File: src/rtl/mmio_uart_tx_pkg.sv
// Purpose : shared definitions for the memory-mapped UART transmitter:
//           default register addresses, status-word bit positions, frame FSM
//           state encoding and a helper that packs the status word.
// Ports   : none (package).
package mmio_uart_tx_pkg;

   localparam logic [31:0] DATA_ADDR_DEF = 32'hFFFF_FC80;
   localparam logic [31:0] STAT_ADDR_DEF = 32'hFFFF_FC84;

   localparam int STAT_IDLE_BIT = 0;
   localparam int STAT_FULL_BIT = 1;
   localparam int STAT_OVF_BIT  = 2;
   localparam int STAT_CNT_LSB  = 4;

   typedef enum logic [1:0] {
      S_IDLE  = 2'd0,
      S_START = 2'd1,
      S_DATA  = 2'd2,
      S_STOP  = 2'd3
   } uart_state_e;

   function automatic logic [15:0] build_status(input logic       idle,
                                                input logic       full,
                                                input logic       ovf,
                                                input logic [3:0] count);
      logic [15:0] s;
      s = '0;
      s[STAT_IDLE_BIT]                 = idle;
      s[STAT_FULL_BIT]                 = full;
      s[STAT_OVF_BIT]                  = ovf;
      s[STAT_CNT_LSB+3:STAT_CNT_LSB]   = count;
      return s;
   endfunction

endpackage

File: src/rtl/mmio_uart_tx_byte_fifo.sv
// Purpose : small byte FIFO with registered pointers and occupancy count.
//           Pushes while full and pops while empty are ignored; both flags
//           come from the registered count.
// Ports   : clk, rst (sync, active-high), push/din[7:0] write side,
//           pop/dout[7:0] read side (dout shows the head entry),
//           count[$clog2(DEPTH):0], full, empty.
module byte_fifo #(
   parameter int DEPTH = 8
) (
   input  logic                   clk,
   input  logic                   rst,
   input  logic                   push,
   input  logic [7:0]             din,
   input  logic                   pop,
   output logic [7:0]             dout,
   output logic [$clog2(DEPTH):0] count,
   output logic                   full,
   output logic                   empty
);

   localparam int AW = $clog2(DEPTH);
   localparam int CW = AW + 1;

   logic [7:0]    mem [DEPTH];
   logic [AW-1:0] wr_ptr;
   logic [AW-1:0] rd_ptr;
   logic          do_push;
   logic          do_pop;

   assign full    = (count == CW'(DEPTH));
   assign empty   = (count == '0);
   assign do_push = push && !full;
   assign do_pop  = pop && !empty;
   assign dout    = mem[rd_ptr];

   // DEPTH is a power of two, so the pointers wrap at DEPTH by plain overflow.
   // NOTE: sequential state uses non-blocking assignments so every register
   // samples pre-edge values regardless of statement order.
   always_ff @(posedge clk) begin
      if (rst) begin
         wr_ptr <= '0;
         rd_ptr <= '0;
         count  <= '0;
      end else begin
         if (do_push) wr_ptr <= wr_ptr + 1'b1;
         if (do_pop)  rd_ptr <= rd_ptr + 1'b1;
         unique case ({do_push, do_pop})
            2'b10:   count <= count + 1'b1;
            2'b01:   count <= count - 1'b1;
            default: count <= count;
         endcase
      end
   end

   // NOTE: the storage array has no reset; entries are only observable after
   // being written, and leaving it out lets it map onto plain RAM/flops.
   always_ff @(posedge clk) begin
      if (do_push) mem[wr_ptr] <= din;
   end

endmodule

File: src/rtl/mmio_uart_tx.sv
// Purpose : memory-mapped 8N1 UART transmitter on the CPU IO bus. Stores to
//           DATA_ADDR queue a byte; loads from STAT_ADDR return idle/full/
//           overflow/count. Queued bytes go out back-to-back on tx.
// Ports   : clk, rst (sync, active-high), address[31:0], writeData[31:0]
//           (bits [7:0] used), ioWrite, ioRead strobes, rdata[15:0]
//           (combinational load data), tx (registered serial line, idle high).
module mmio_uart_tx
   import mmio_uart_tx_pkg::*;
#(
   parameter int          CLK_HZ     = 23_000_000,
   parameter int          BAUD       = 9600,
   parameter int          FIFO_DEPTH = 8,
   parameter logic [31:0] DATA_ADDR  = DATA_ADDR_DEF,
   parameter logic [31:0] STAT_ADDR  = STAT_ADDR_DEF
) (
   input  logic        clk,
   input  logic        rst,
   input  logic [31:0] address,
   input  logic [31:0] writeData,
   input  logic        ioWrite,
   input  logic        ioRead,
   output logic [15:0] rdata,
   output logic        tx
);

   localparam int CLKS_PER_BIT = CLK_HZ / BAUD;
   localparam int BCW          = $clog2(CLKS_PER_BIT);
   localparam int CW           = $clog2(FIFO_DEPTH) + 1;

   logic          push;
   logic          pop;
   logic          stat_sel;
   logic [7:0]    fifo_dout;
   logic [CW-1:0] fifo_count;
   logic          full;
   logic          empty;
   logic          overflow;
   logic          tick;
   logic          unused_bits;

   uart_state_e   state_q, state_d;
   logic [BCW-1:0] baud_q, baud_d;
   logic [2:0]    idx_q, idx_d;
   logic [7:0]    shift_q, shift_d;
   logic          tx_d;

   assign push        = ioWrite && (address == DATA_ADDR);
   assign stat_sel    = ioRead && (address == STAT_ADDR);
   assign unused_bits = ^writeData[31:8];

   byte_fifo #(.DEPTH(FIFO_DEPTH)) u_fifo (
      .clk   (clk),
      .rst   (rst),
      .push  (push),
      .din   (writeData[7:0]),
      .pop   (pop),
      .dout  (fifo_dout),
      .count (fifo_count),
      .full  (full),
      .empty (empty)
   );

   // The load sees the pre-clear overflow value; a drop in the same cycle
   // as a status read wins so no overflow event is lost.
   always_ff @(posedge clk) begin
      if (rst)                 overflow <= 1'b0;
      else if (push && full)   overflow <= 1'b1;
      else if (stat_sel)       overflow <= 1'b0;
   end

   assign rdata = stat_sel
                ? build_status(empty && (state_q == S_IDLE), full, overflow, 4'(fifo_count))
                : 16'h0000;

   assign tick = (baud_q == BCW'(CLKS_PER_BIT - 1));

   // NOTE: every output of this block is assigned a default first so no path
   // leaves a value unassigned, which would otherwise infer a latch.
   always_comb begin
      state_d = state_q;
      idx_d   = idx_q;
      shift_d = shift_q;
      pop     = 1'b0;
      baud_d  = (state_q == S_IDLE || tick) ? '0 : baud_q + 1'b1;

      unique case (state_q)
         S_IDLE: begin
            if (!empty) begin
               pop     = 1'b1;
               shift_d = fifo_dout;
               state_d = S_START;
            end
         end
         S_START: begin
            if (tick) begin
               idx_d   = '0;
               state_d = S_DATA;
            end
         end
         S_DATA: begin
            if (tick) begin
               shift_d = {1'b0, shift_q[7:1]};
               idx_d   = idx_q + 1'b1;
               if (idx_q == 3'd7) state_d = S_STOP;
            end
         end
         S_STOP: begin
            // Chain straight into the next start bit when more bytes wait.
            if (tick) begin
               if (!empty) begin
                  pop     = 1'b1;
                  shift_d = fifo_dout;
                  state_d = S_START;
               end else begin
                  state_d = S_IDLE;
               end
            end
         end
         default: state_d = S_IDLE;
      endcase

      // tx is registered from the next state, so each level lasts exactly
      // one full bit period and starts on the edge the state changes.
      unique case (state_d)
         S_START: tx_d = 1'b0;
         S_DATA:  tx_d = shift_d[0];
         default: tx_d = 1'b1;
      endcase
   end

   always_ff @(posedge clk) begin
      if (rst) begin
         state_q <= S_IDLE;
         baud_q  <= '0;
         idx_q   <= '0;
         shift_q <= '0;
         tx      <= 1'b1;
      end else begin
         state_q <= state_d;
         baud_q  <= baud_d;
         idx_q   <= idx_d;
         shift_q <= shift_d;
         tx      <= tx_d;
      end
   end

endmodule
File: config.mk
export PLATFORM = sky130hd
export DESIGN_NAME = mmio_uart_tx
export DESIGN_NICKNAME = d
export VERILOG_FILES = /design/src/rtl/mmio_uart_tx_pkg.sv /design/src/rtl/mmio_uart_tx_byte_fifo.sv /design/src/rtl/mmio_uart_tx.sv
export SDC_FILE = /design/constraint.sdc
export NUM_CORES = 1
export LEC_CHECK = 0
export CORE_MARGIN = 1.5
export CORE_UTILIZATION = 40
export CTS_CLUSTER_SIZE = 14
export DETAILED_ROUTE_END_ITERATION = 6
export GPL_TIMING_DRIVEN = 0
export PLACE_DENSITY = 0.63
export SYNTH_ARGS = -nofsm -noshare
export SYNTH_HDL_FRONTEND = slang
export SYNTH_HIERARCHICAL = 1
export SYNTH_SLANG_ARGS = --single-unit
File: constraint.sdc
create_clock -name clk -period 3.87 [get_ports clk]
set_input_delay 0.774 -clock clk [delete_from_list [all_inputs] [get_ports clk]]
set_output_delay 0.774 -clock clk [all_outputs]
set_load 0.01 [all_outputs]
==> reports/metrics.yaml, run 1 <==
outcome: "finished with violations"
violations: "design-rule violations"
p_per_area_mw_per_mm2: 376
arrival_ns: 2.93
met1_length_um: 4080
critPathKind: "input port to primary output"
io_pins: 85
clk_latency_ns: 0.35
initialDrtViolationCount: 125
routedWlPerCell_um: 15.8
wl_met3_um: 414
chipWidth_um: 112
clk_path_buf_depth: 2
numCtsBuffers: 9
drc: 6
max_slew.worst_pin.slew_ns: 0.952
top_layer: "met4"
areaGrowthSynthToFinish_pct: 22.3
clk_pin_slew_worst_paths_ns: 0.07
htree_levels: 3
via_per_inst: 5.24
antenna_found_initial: 0
seqCellArea_mm2: 0.00272
synth_top_family_by_area: "simple AND/OR/NAND/NOR gates"
grt_pass1_wl_um: 15000
end_kind: "primary output"
hold_path.class: "flip-flop to flip-flop"
worstPathMaxFanout: 7
synthFlopType: "edfxtp_1"
async_flop_share_pct: 0
maxCapViolCount: 0
setup_viol: 0
grt_pass1_vias: 3013
rsz0062_at_grt: "no"
start_util_pct: 41.5
finalInstanceArea_mm2: 0.00585
rows: 39
vias: 3016
first_pass_iters: 7
drive_gt1_share_pct: 12.9
syn_area_mm2: 0.00478
fp.dieArea_mm2: 0.0126
avgSynthCellArea_um2: 13.4
portBuffers: 51
yosys_warnings: 6
synth_simple_gate_area_share_pct: 13.4
synth_compound_area_share_pct: 6.41
synthAdderAreaFrac_pct: 3.93
grt_max_degree: 21
ir_drop_uv: 279
syn_inst: 356
grt_usage_pct: 15.3
wl_um: 9090
startpoint_type: "input port"
finalCritPeriodShare_pct: 95.7
fmaxAchievable_mhz: 270
ff2ff_setup_slack_ns: 0.49
cts_root_buf: "clkbuf_16"
diodes: 0
cp.required_ns: 3.10
met2WireLength_um: 4520
gr-total-overflow: 0
period_minus_slack_ns: 3.71
place_area_mm2: 0.00551
finalClockSkew_ns: 0.00927
fin_nets: 511
max_slew_margin_pct: 36.3
dp_hpwl_um: 6290
hold_ws_ns: 0.462
hold_viol: 0
leakage_nw: 2.08
slew_violations: 0
fillCellCount: 998
final_util_pct: 50.8
multi_input_comb_area_mm2: 0.00193
ys_seq_area_share_pct: 57.0
synth_cell_type_count: 53
cts_tree: "done"
postRouteAntennaNets: 0
place.gp.congestion: 0.738
synth-seq-cells: 104
synthMuxAreaShare_pct: 12.7
cts.sinks: 104
synth_edf_count: 64
die_h_um: 112
core_mm2: 0.0115
cts_hold_buf: 0
synthXorXnorAreaFrac_pct: 2.93
[state kept, by name, indices dropped and copies added, names as in the netlist, named ones only]
signal	cells
u_fifo/rd_ptr	3
tx	1
u_fifo/count	4
state_q	2
idx_q	3
overflow	1
baud_q	12
u_fifo/wr_ptr	3
u_fifo/mem	64
shift_q	8
[power by group]
part	total [mW]	internal, mW	switching [mW]
Sequential	1.17	1.17	0.0000000000385
Combinational	0.0705	0.0461	0.0245
Clock	0.954	0.521	0.433
[layout by cell type (no fill, tap or decap), types with 11 or more instances in the layout]
cell and count:
xor2_1 11, dfxtp_1 40, clkdlybuf4s50_1 51, edfxtp_1 64
ha_1 15, mux4_1 15, nor2_1 41, nand3_1 13
[cell usage after synthesis (all sizes together), types with 3 or more instances]
master   number  area, µm²
o21ai         6       30.0
mux2i         9       90.1
and3          7       43.8
nor2b         7       43.8
a21oi        12       75.1
a22oi         9       67.6
nor3          4       20.0
o2bb2ai       6       52.6
xnor2         5       43.8
mux4         16        417
ha           15        188
nand2b        3       18.8
edfxtp       64       1920
buf          17        140
or3           3       23.8
clkbuf        4       15.0
nor2         42        160
nor4          3       18.8
nand4         5       31.3
and2          8       50.1
xor2         11       96.3
nand3        13       65.1
mux2          9        101
nor3b         4       35.0
nand2        10       37.5
inv           4       15.0
dfxtp        40        801
[per-stage QoR]
stage                     setup TNS (ns)  power, mW  std cells  setup WS [ns]
after detailed placement          -10.64       1.27        560         -0.350
after CTS                              0       2.22        576         0.0206
after global placement            -14.67       1.27        558         -0.681
final                                  0       2.20        576          0.165
after global routing                   0       2.27        576         0.0167
after floorplan                        0       1.21        364          0.640
[cell families after synthesis]
logic type	count (synthesis)
and+or+nand+nor	119
DFF	104
AOI/OAI and AO/OA	42
muxes	34
buffers and inverters	25
xor gates and xnor gates	16
adders and majority gates	15
other	1
[worst max-delay path, cell delays in order]
cell and delay, ns:
clkdlybuf4s50_1 0.45, nand4_1 0.09, nor4_1 0.32, nand4_1 0.21, nor2_1 0.33, and3_1 0.22
clkdlybuf4s50_1 0.54
[path summary, 6_finish.rpt]
kind,from,to,depth (start not counted)
hold / removal,baud_q[0],baud_q[0],1
hold reg to reg,baud_q[0],baud_q[0],1
setup / recovery,address[22],rdata[0],7
setup reg to reg,u_fifo/count[0],u_fifo/count[3],8
[timing repair]
item	CTS	global route
setup endpoints to repair	0	35
setup buffers	0	0
resized for setup	0	3
[routing by layer]
layer / GRT usage, % / vias to the layer above
li1: - / 1476
met5: 0 / -
met1: 18.8 / 1474
met4: 4.22 / 0
met3: 4.54 / 8
met2: 26.6 / 58
[area by class of cell]
type	instances	area share (%)
Buffer	21	2.65
Sequential cell	104	46.6
Clock inverter	7	1.58
Multi-Input combinational cell	235	33.1
Tap cell	143	3.06
Inverter	4	0.257
Clock buffer	9	3.85
Timing Repair Buffer	53	8.95
Power figures use the tool's default switching activity.
==> inputs of run 2 (changes only) <==
--- a/config.mk
+++ b/config.mk
@@ -5,12 +5,14 @@
 export SDC_FILE = /design/constraint.sdc
 export NUM_CORES = 1
 export LEC_CHECK = 0
+export CAP_MARGIN = 25
 export CORE_MARGIN = 1.5
 export CORE_UTILIZATION = 40
 export CTS_CLUSTER_SIZE = 14
 export DETAILED_ROUTE_END_ITERATION = 6
 export GPL_TIMING_DRIVEN = 0
 export PLACE_DENSITY = 0.63
+export REMOVE_ABC_BUFFERS = 1
 export SYNTH_ARGS = -nofsm -noshare
 export SYNTH_HDL_FRONTEND = slang
 export SYNTH_HIERARCHICAL = 1
==> run 2 against run 1 <==
  * Largest cell class unchanged
  * Combinational power decreased by 5.4%
  * Final area decreased by 2.8%
  * Cell count decreased by 3.5%
  * Critical path type unchanged
  * Total power decreased by 5.4%
  * Register-to-register slack improved by 0.20 ns
  * Die area unchanged
  * Clock skew decreased by 0.0016 ns
  * The run now ends clean
==> reports/metrics.yaml, run 2 (synthesis results as in run 1) <==
outcome: "finished clean"  # was finished with violations
chipWidth_um: 112  # unchanged
grt_pass1_vias: 2908  # was 3013
drive_gt1_share_pct: 9.93  # was 12.9%
layout_commonest_cell: "edfxtp_1"  # unchanged
vias: 2905  # was 3016
maxCapViolCount: 0  # unchanged
max_slew_margin_pct: 33.4  # was 36.3%
arrival_ns: 2.87  # was 2.93 ns
fp.dieArea_mm2: 0.0126  # unchanged
crit_slowest_cell: "clkdlybuf4s50_1"  # unchanged
leakage_nw: 1.97  # was 2.08 nW
htree_levels: 3  # unchanged
worstHoldEndpoint: "baud_q[0]"  # unchanged
end_kind: "primary output"  # unchanged
first_pass_iters: 6  # was 7
startpoint_type: "input port"  # unchanged
reg_top3: "u_fifo/mem x64, baud_q x12, shift_q x8"  # unchanged
largest_reg_flops: 64  # unchanged
fin_nets: 491  # was 511
cp_cell_sequence: "clkdlybuf4s50_1 > nand4_1 > nor4_1 > nand4_1 > nor2_2 > and3_1 > clkdlybuf4s50_1"  # was clkdlybuf4s50_1 > nand4_1 > nor4_1 > nand4_1 > nor2_1 > and3_1 > clkdlybuf4s50_1
placedCellCount: 539  # was 560
numCtsBuffers: 9  # unchanged
diodes: 0  # unchanged
period_minus_slack_ns: 3.65  # was 3.71 ns
critPathKind: "input port to primary output"  # unchanged
final_util_pct: 49.3  # was 50.8%
rsz0062_at_grt: "no"  # unchanged
p_per_area_mw_per_mm2: 366  # was 376 mW/mm²
final_cell_mix: "edfxtp_1, clkdlybuf4s50_1, nor2_1, dfxtp_1"  # was edfxtp_1, clkdlybuf4s50_1, nor2_1
areaGrowthSynthToFinish_pct: 18.9  # was 22.3%
hold_path.class: "flip-flop to flip-flop"  # unchanged
cp.required_ns: 3.10  # about the same
clk_pin_slew_worst_paths_ns: 0.06  # was 0.07 ns
rows: 39  # unchanged
post_cts_buffers: 0  # unchanged
core_mm2: 0.0115  # unchanged
cts_root_buf: "clkbuf_16"  # unchanged
largest-register: "u_fifo/mem"  # unchanged
reg2reg_from: "baud_q[0]"  # was u_fifo/count[0]
final_cells: 556  # was 576
worstPathMaxFanout: 7  # unchanged
dp_hpwl_um: 5920  # was 6290 µm
clk_path_buf_depth: 2  # unchanged
via_per_inst: 5.22  # was 5.24
fmaxAchievable_mhz: 274  # was 270 MHz
start_util_pct: 41.5  # unchanged
grt_usage_pct: 15.4  # was 15.3%
drc: 0  # was 6
antenna_found_initial: 0  # unchanged
finalClockSkew_ns: 0.00768  # was 0.00927 ns
setup_viol: 0  # unchanged
slew_violations: 0  # unchanged
max_stage_delay_ns: 0.53  # was 0.54 ns
worstHoldStart: "baud_q[0]"  # unchanged
crit-reg2reg-capture: "u_fifo/count[3]"  # unchanged
hold_viol: 0  # unchanged
ff2ff_setup_slack_ns: 0.69  # was 0.49 ns
ff2ff_path_depth: 11  # was 8
grt_max_degree: 29  # was 21
cts.sinks: 104  # unchanged
postRouteAntennaNets: 0  # unchanged
io_pins: 85  # unchanged
portBuffers: 51  # unchanged
ir_drop_uv: 271  # was 279 µV
max_slew.worst_pin.slew_ns: 0.995  # was 0.952 ns
tns_ns: 0  # unchanged
clk_latency_ns: 0.35  # about the same
cts_tree: "done"  # unchanged
gr-total-overflow: 0  # unchanged
hold_ws_ns: 0.455  # was 0.462 ns
wl_um: 9060  # was 9090 µm
hold_depth: 1  # unchanged
grt_pass1_wl_um: 14800  # was 15000 µm
die_h_um: 112  # unchanged
initialDrtViolationCount: 141  # was 125
routedWlPerCell_um: 16.3  # was 15.8 µm
finalCritPeriodShare_pct: 94.2  # was 95.7%
place.gp.congestion: 0.835  # was 0.738
fillCellCount: 1012  # was 998
## run 2: worst max path at each step
stage / from / endpoint
final: address[19] / rdata[0]
after global routing: address[19] / rdata[0]
after CTS: address[19] / u_fifo/mem[2][0]
after detailed placement: address[19] / u_fifo/mem[2][1]
after global placement: address[19] / u_fifo/mem[0][7]
after floorplan: u_fifo/count[0] / u_fifo/count[3]
## run 2: cell type report
class / instances / area (µm²) / area share (%)
multi-input cells: 235 / 1940 / 34.1
inverters: 4 / 15.0 / 0.264
clock inverters: 6 / 43.8 / 0.771
clock buffers: 10 / 229 / 4.03
repair buffers: 54 / 553 / 9.73
flip-flops and latches: 104 / 2720 / 47.9
well taps: 143 / 179 / 3.15
## run 2: report_power, final
part            switching [mW]  internal [mW]
registers      0.0000000000392           1.17
clock network            0.401          0.438
logic                   0.0240         0.0427
total                    0.425           1.65
## run 2: what timing repair did
| action | in CTS | in global routing |
|---|---|---|
| gates resized for setup | 0 | 2 |
| endpoints found under the setup margin | 0 | 35 |
| hold buffers | 0 | 0 |
## run 2: critical path, delay by kind of cell
family / cells / cell delay [ns]
and+or+nand+nor: 5 / 1.09
buffers and inverters: 2 / 1.01
## run 2: routing by layer
| metal | part of all wire (%) | wire length [µm] | up-vias | track usage (%) |
|---|---|---|---|---|
| li1 | - | - | 1437 | - |
| met1 | 48 | 4380 | 1407 | 20.3 |
| met2 | 47 | 4230 | 47 | 24.5 |
| met3 | 2.9 | 263 | 14 | 3.83 |
| met4 | 2.0 | 178 | 0 | 5.99 |
| met5 | 0 | 0 | - | 0 |
## run 2: metrics by stage
step / worst slack [ns] / total power, mW / cell area [µm²]
3_5_place_dp: -0.364 / 1.26 / 5380
3_3_place_gp: -0.749 / 1.26 / 5340
4_1_cts: 0.00418 / 2.10 / 5650
5_1_grt: 0.0740 / 2.14 / 5680
2_1_floorplan: 0.266 / 1.20 / 4650
6_report: 0.225 / 2.08 / 5680
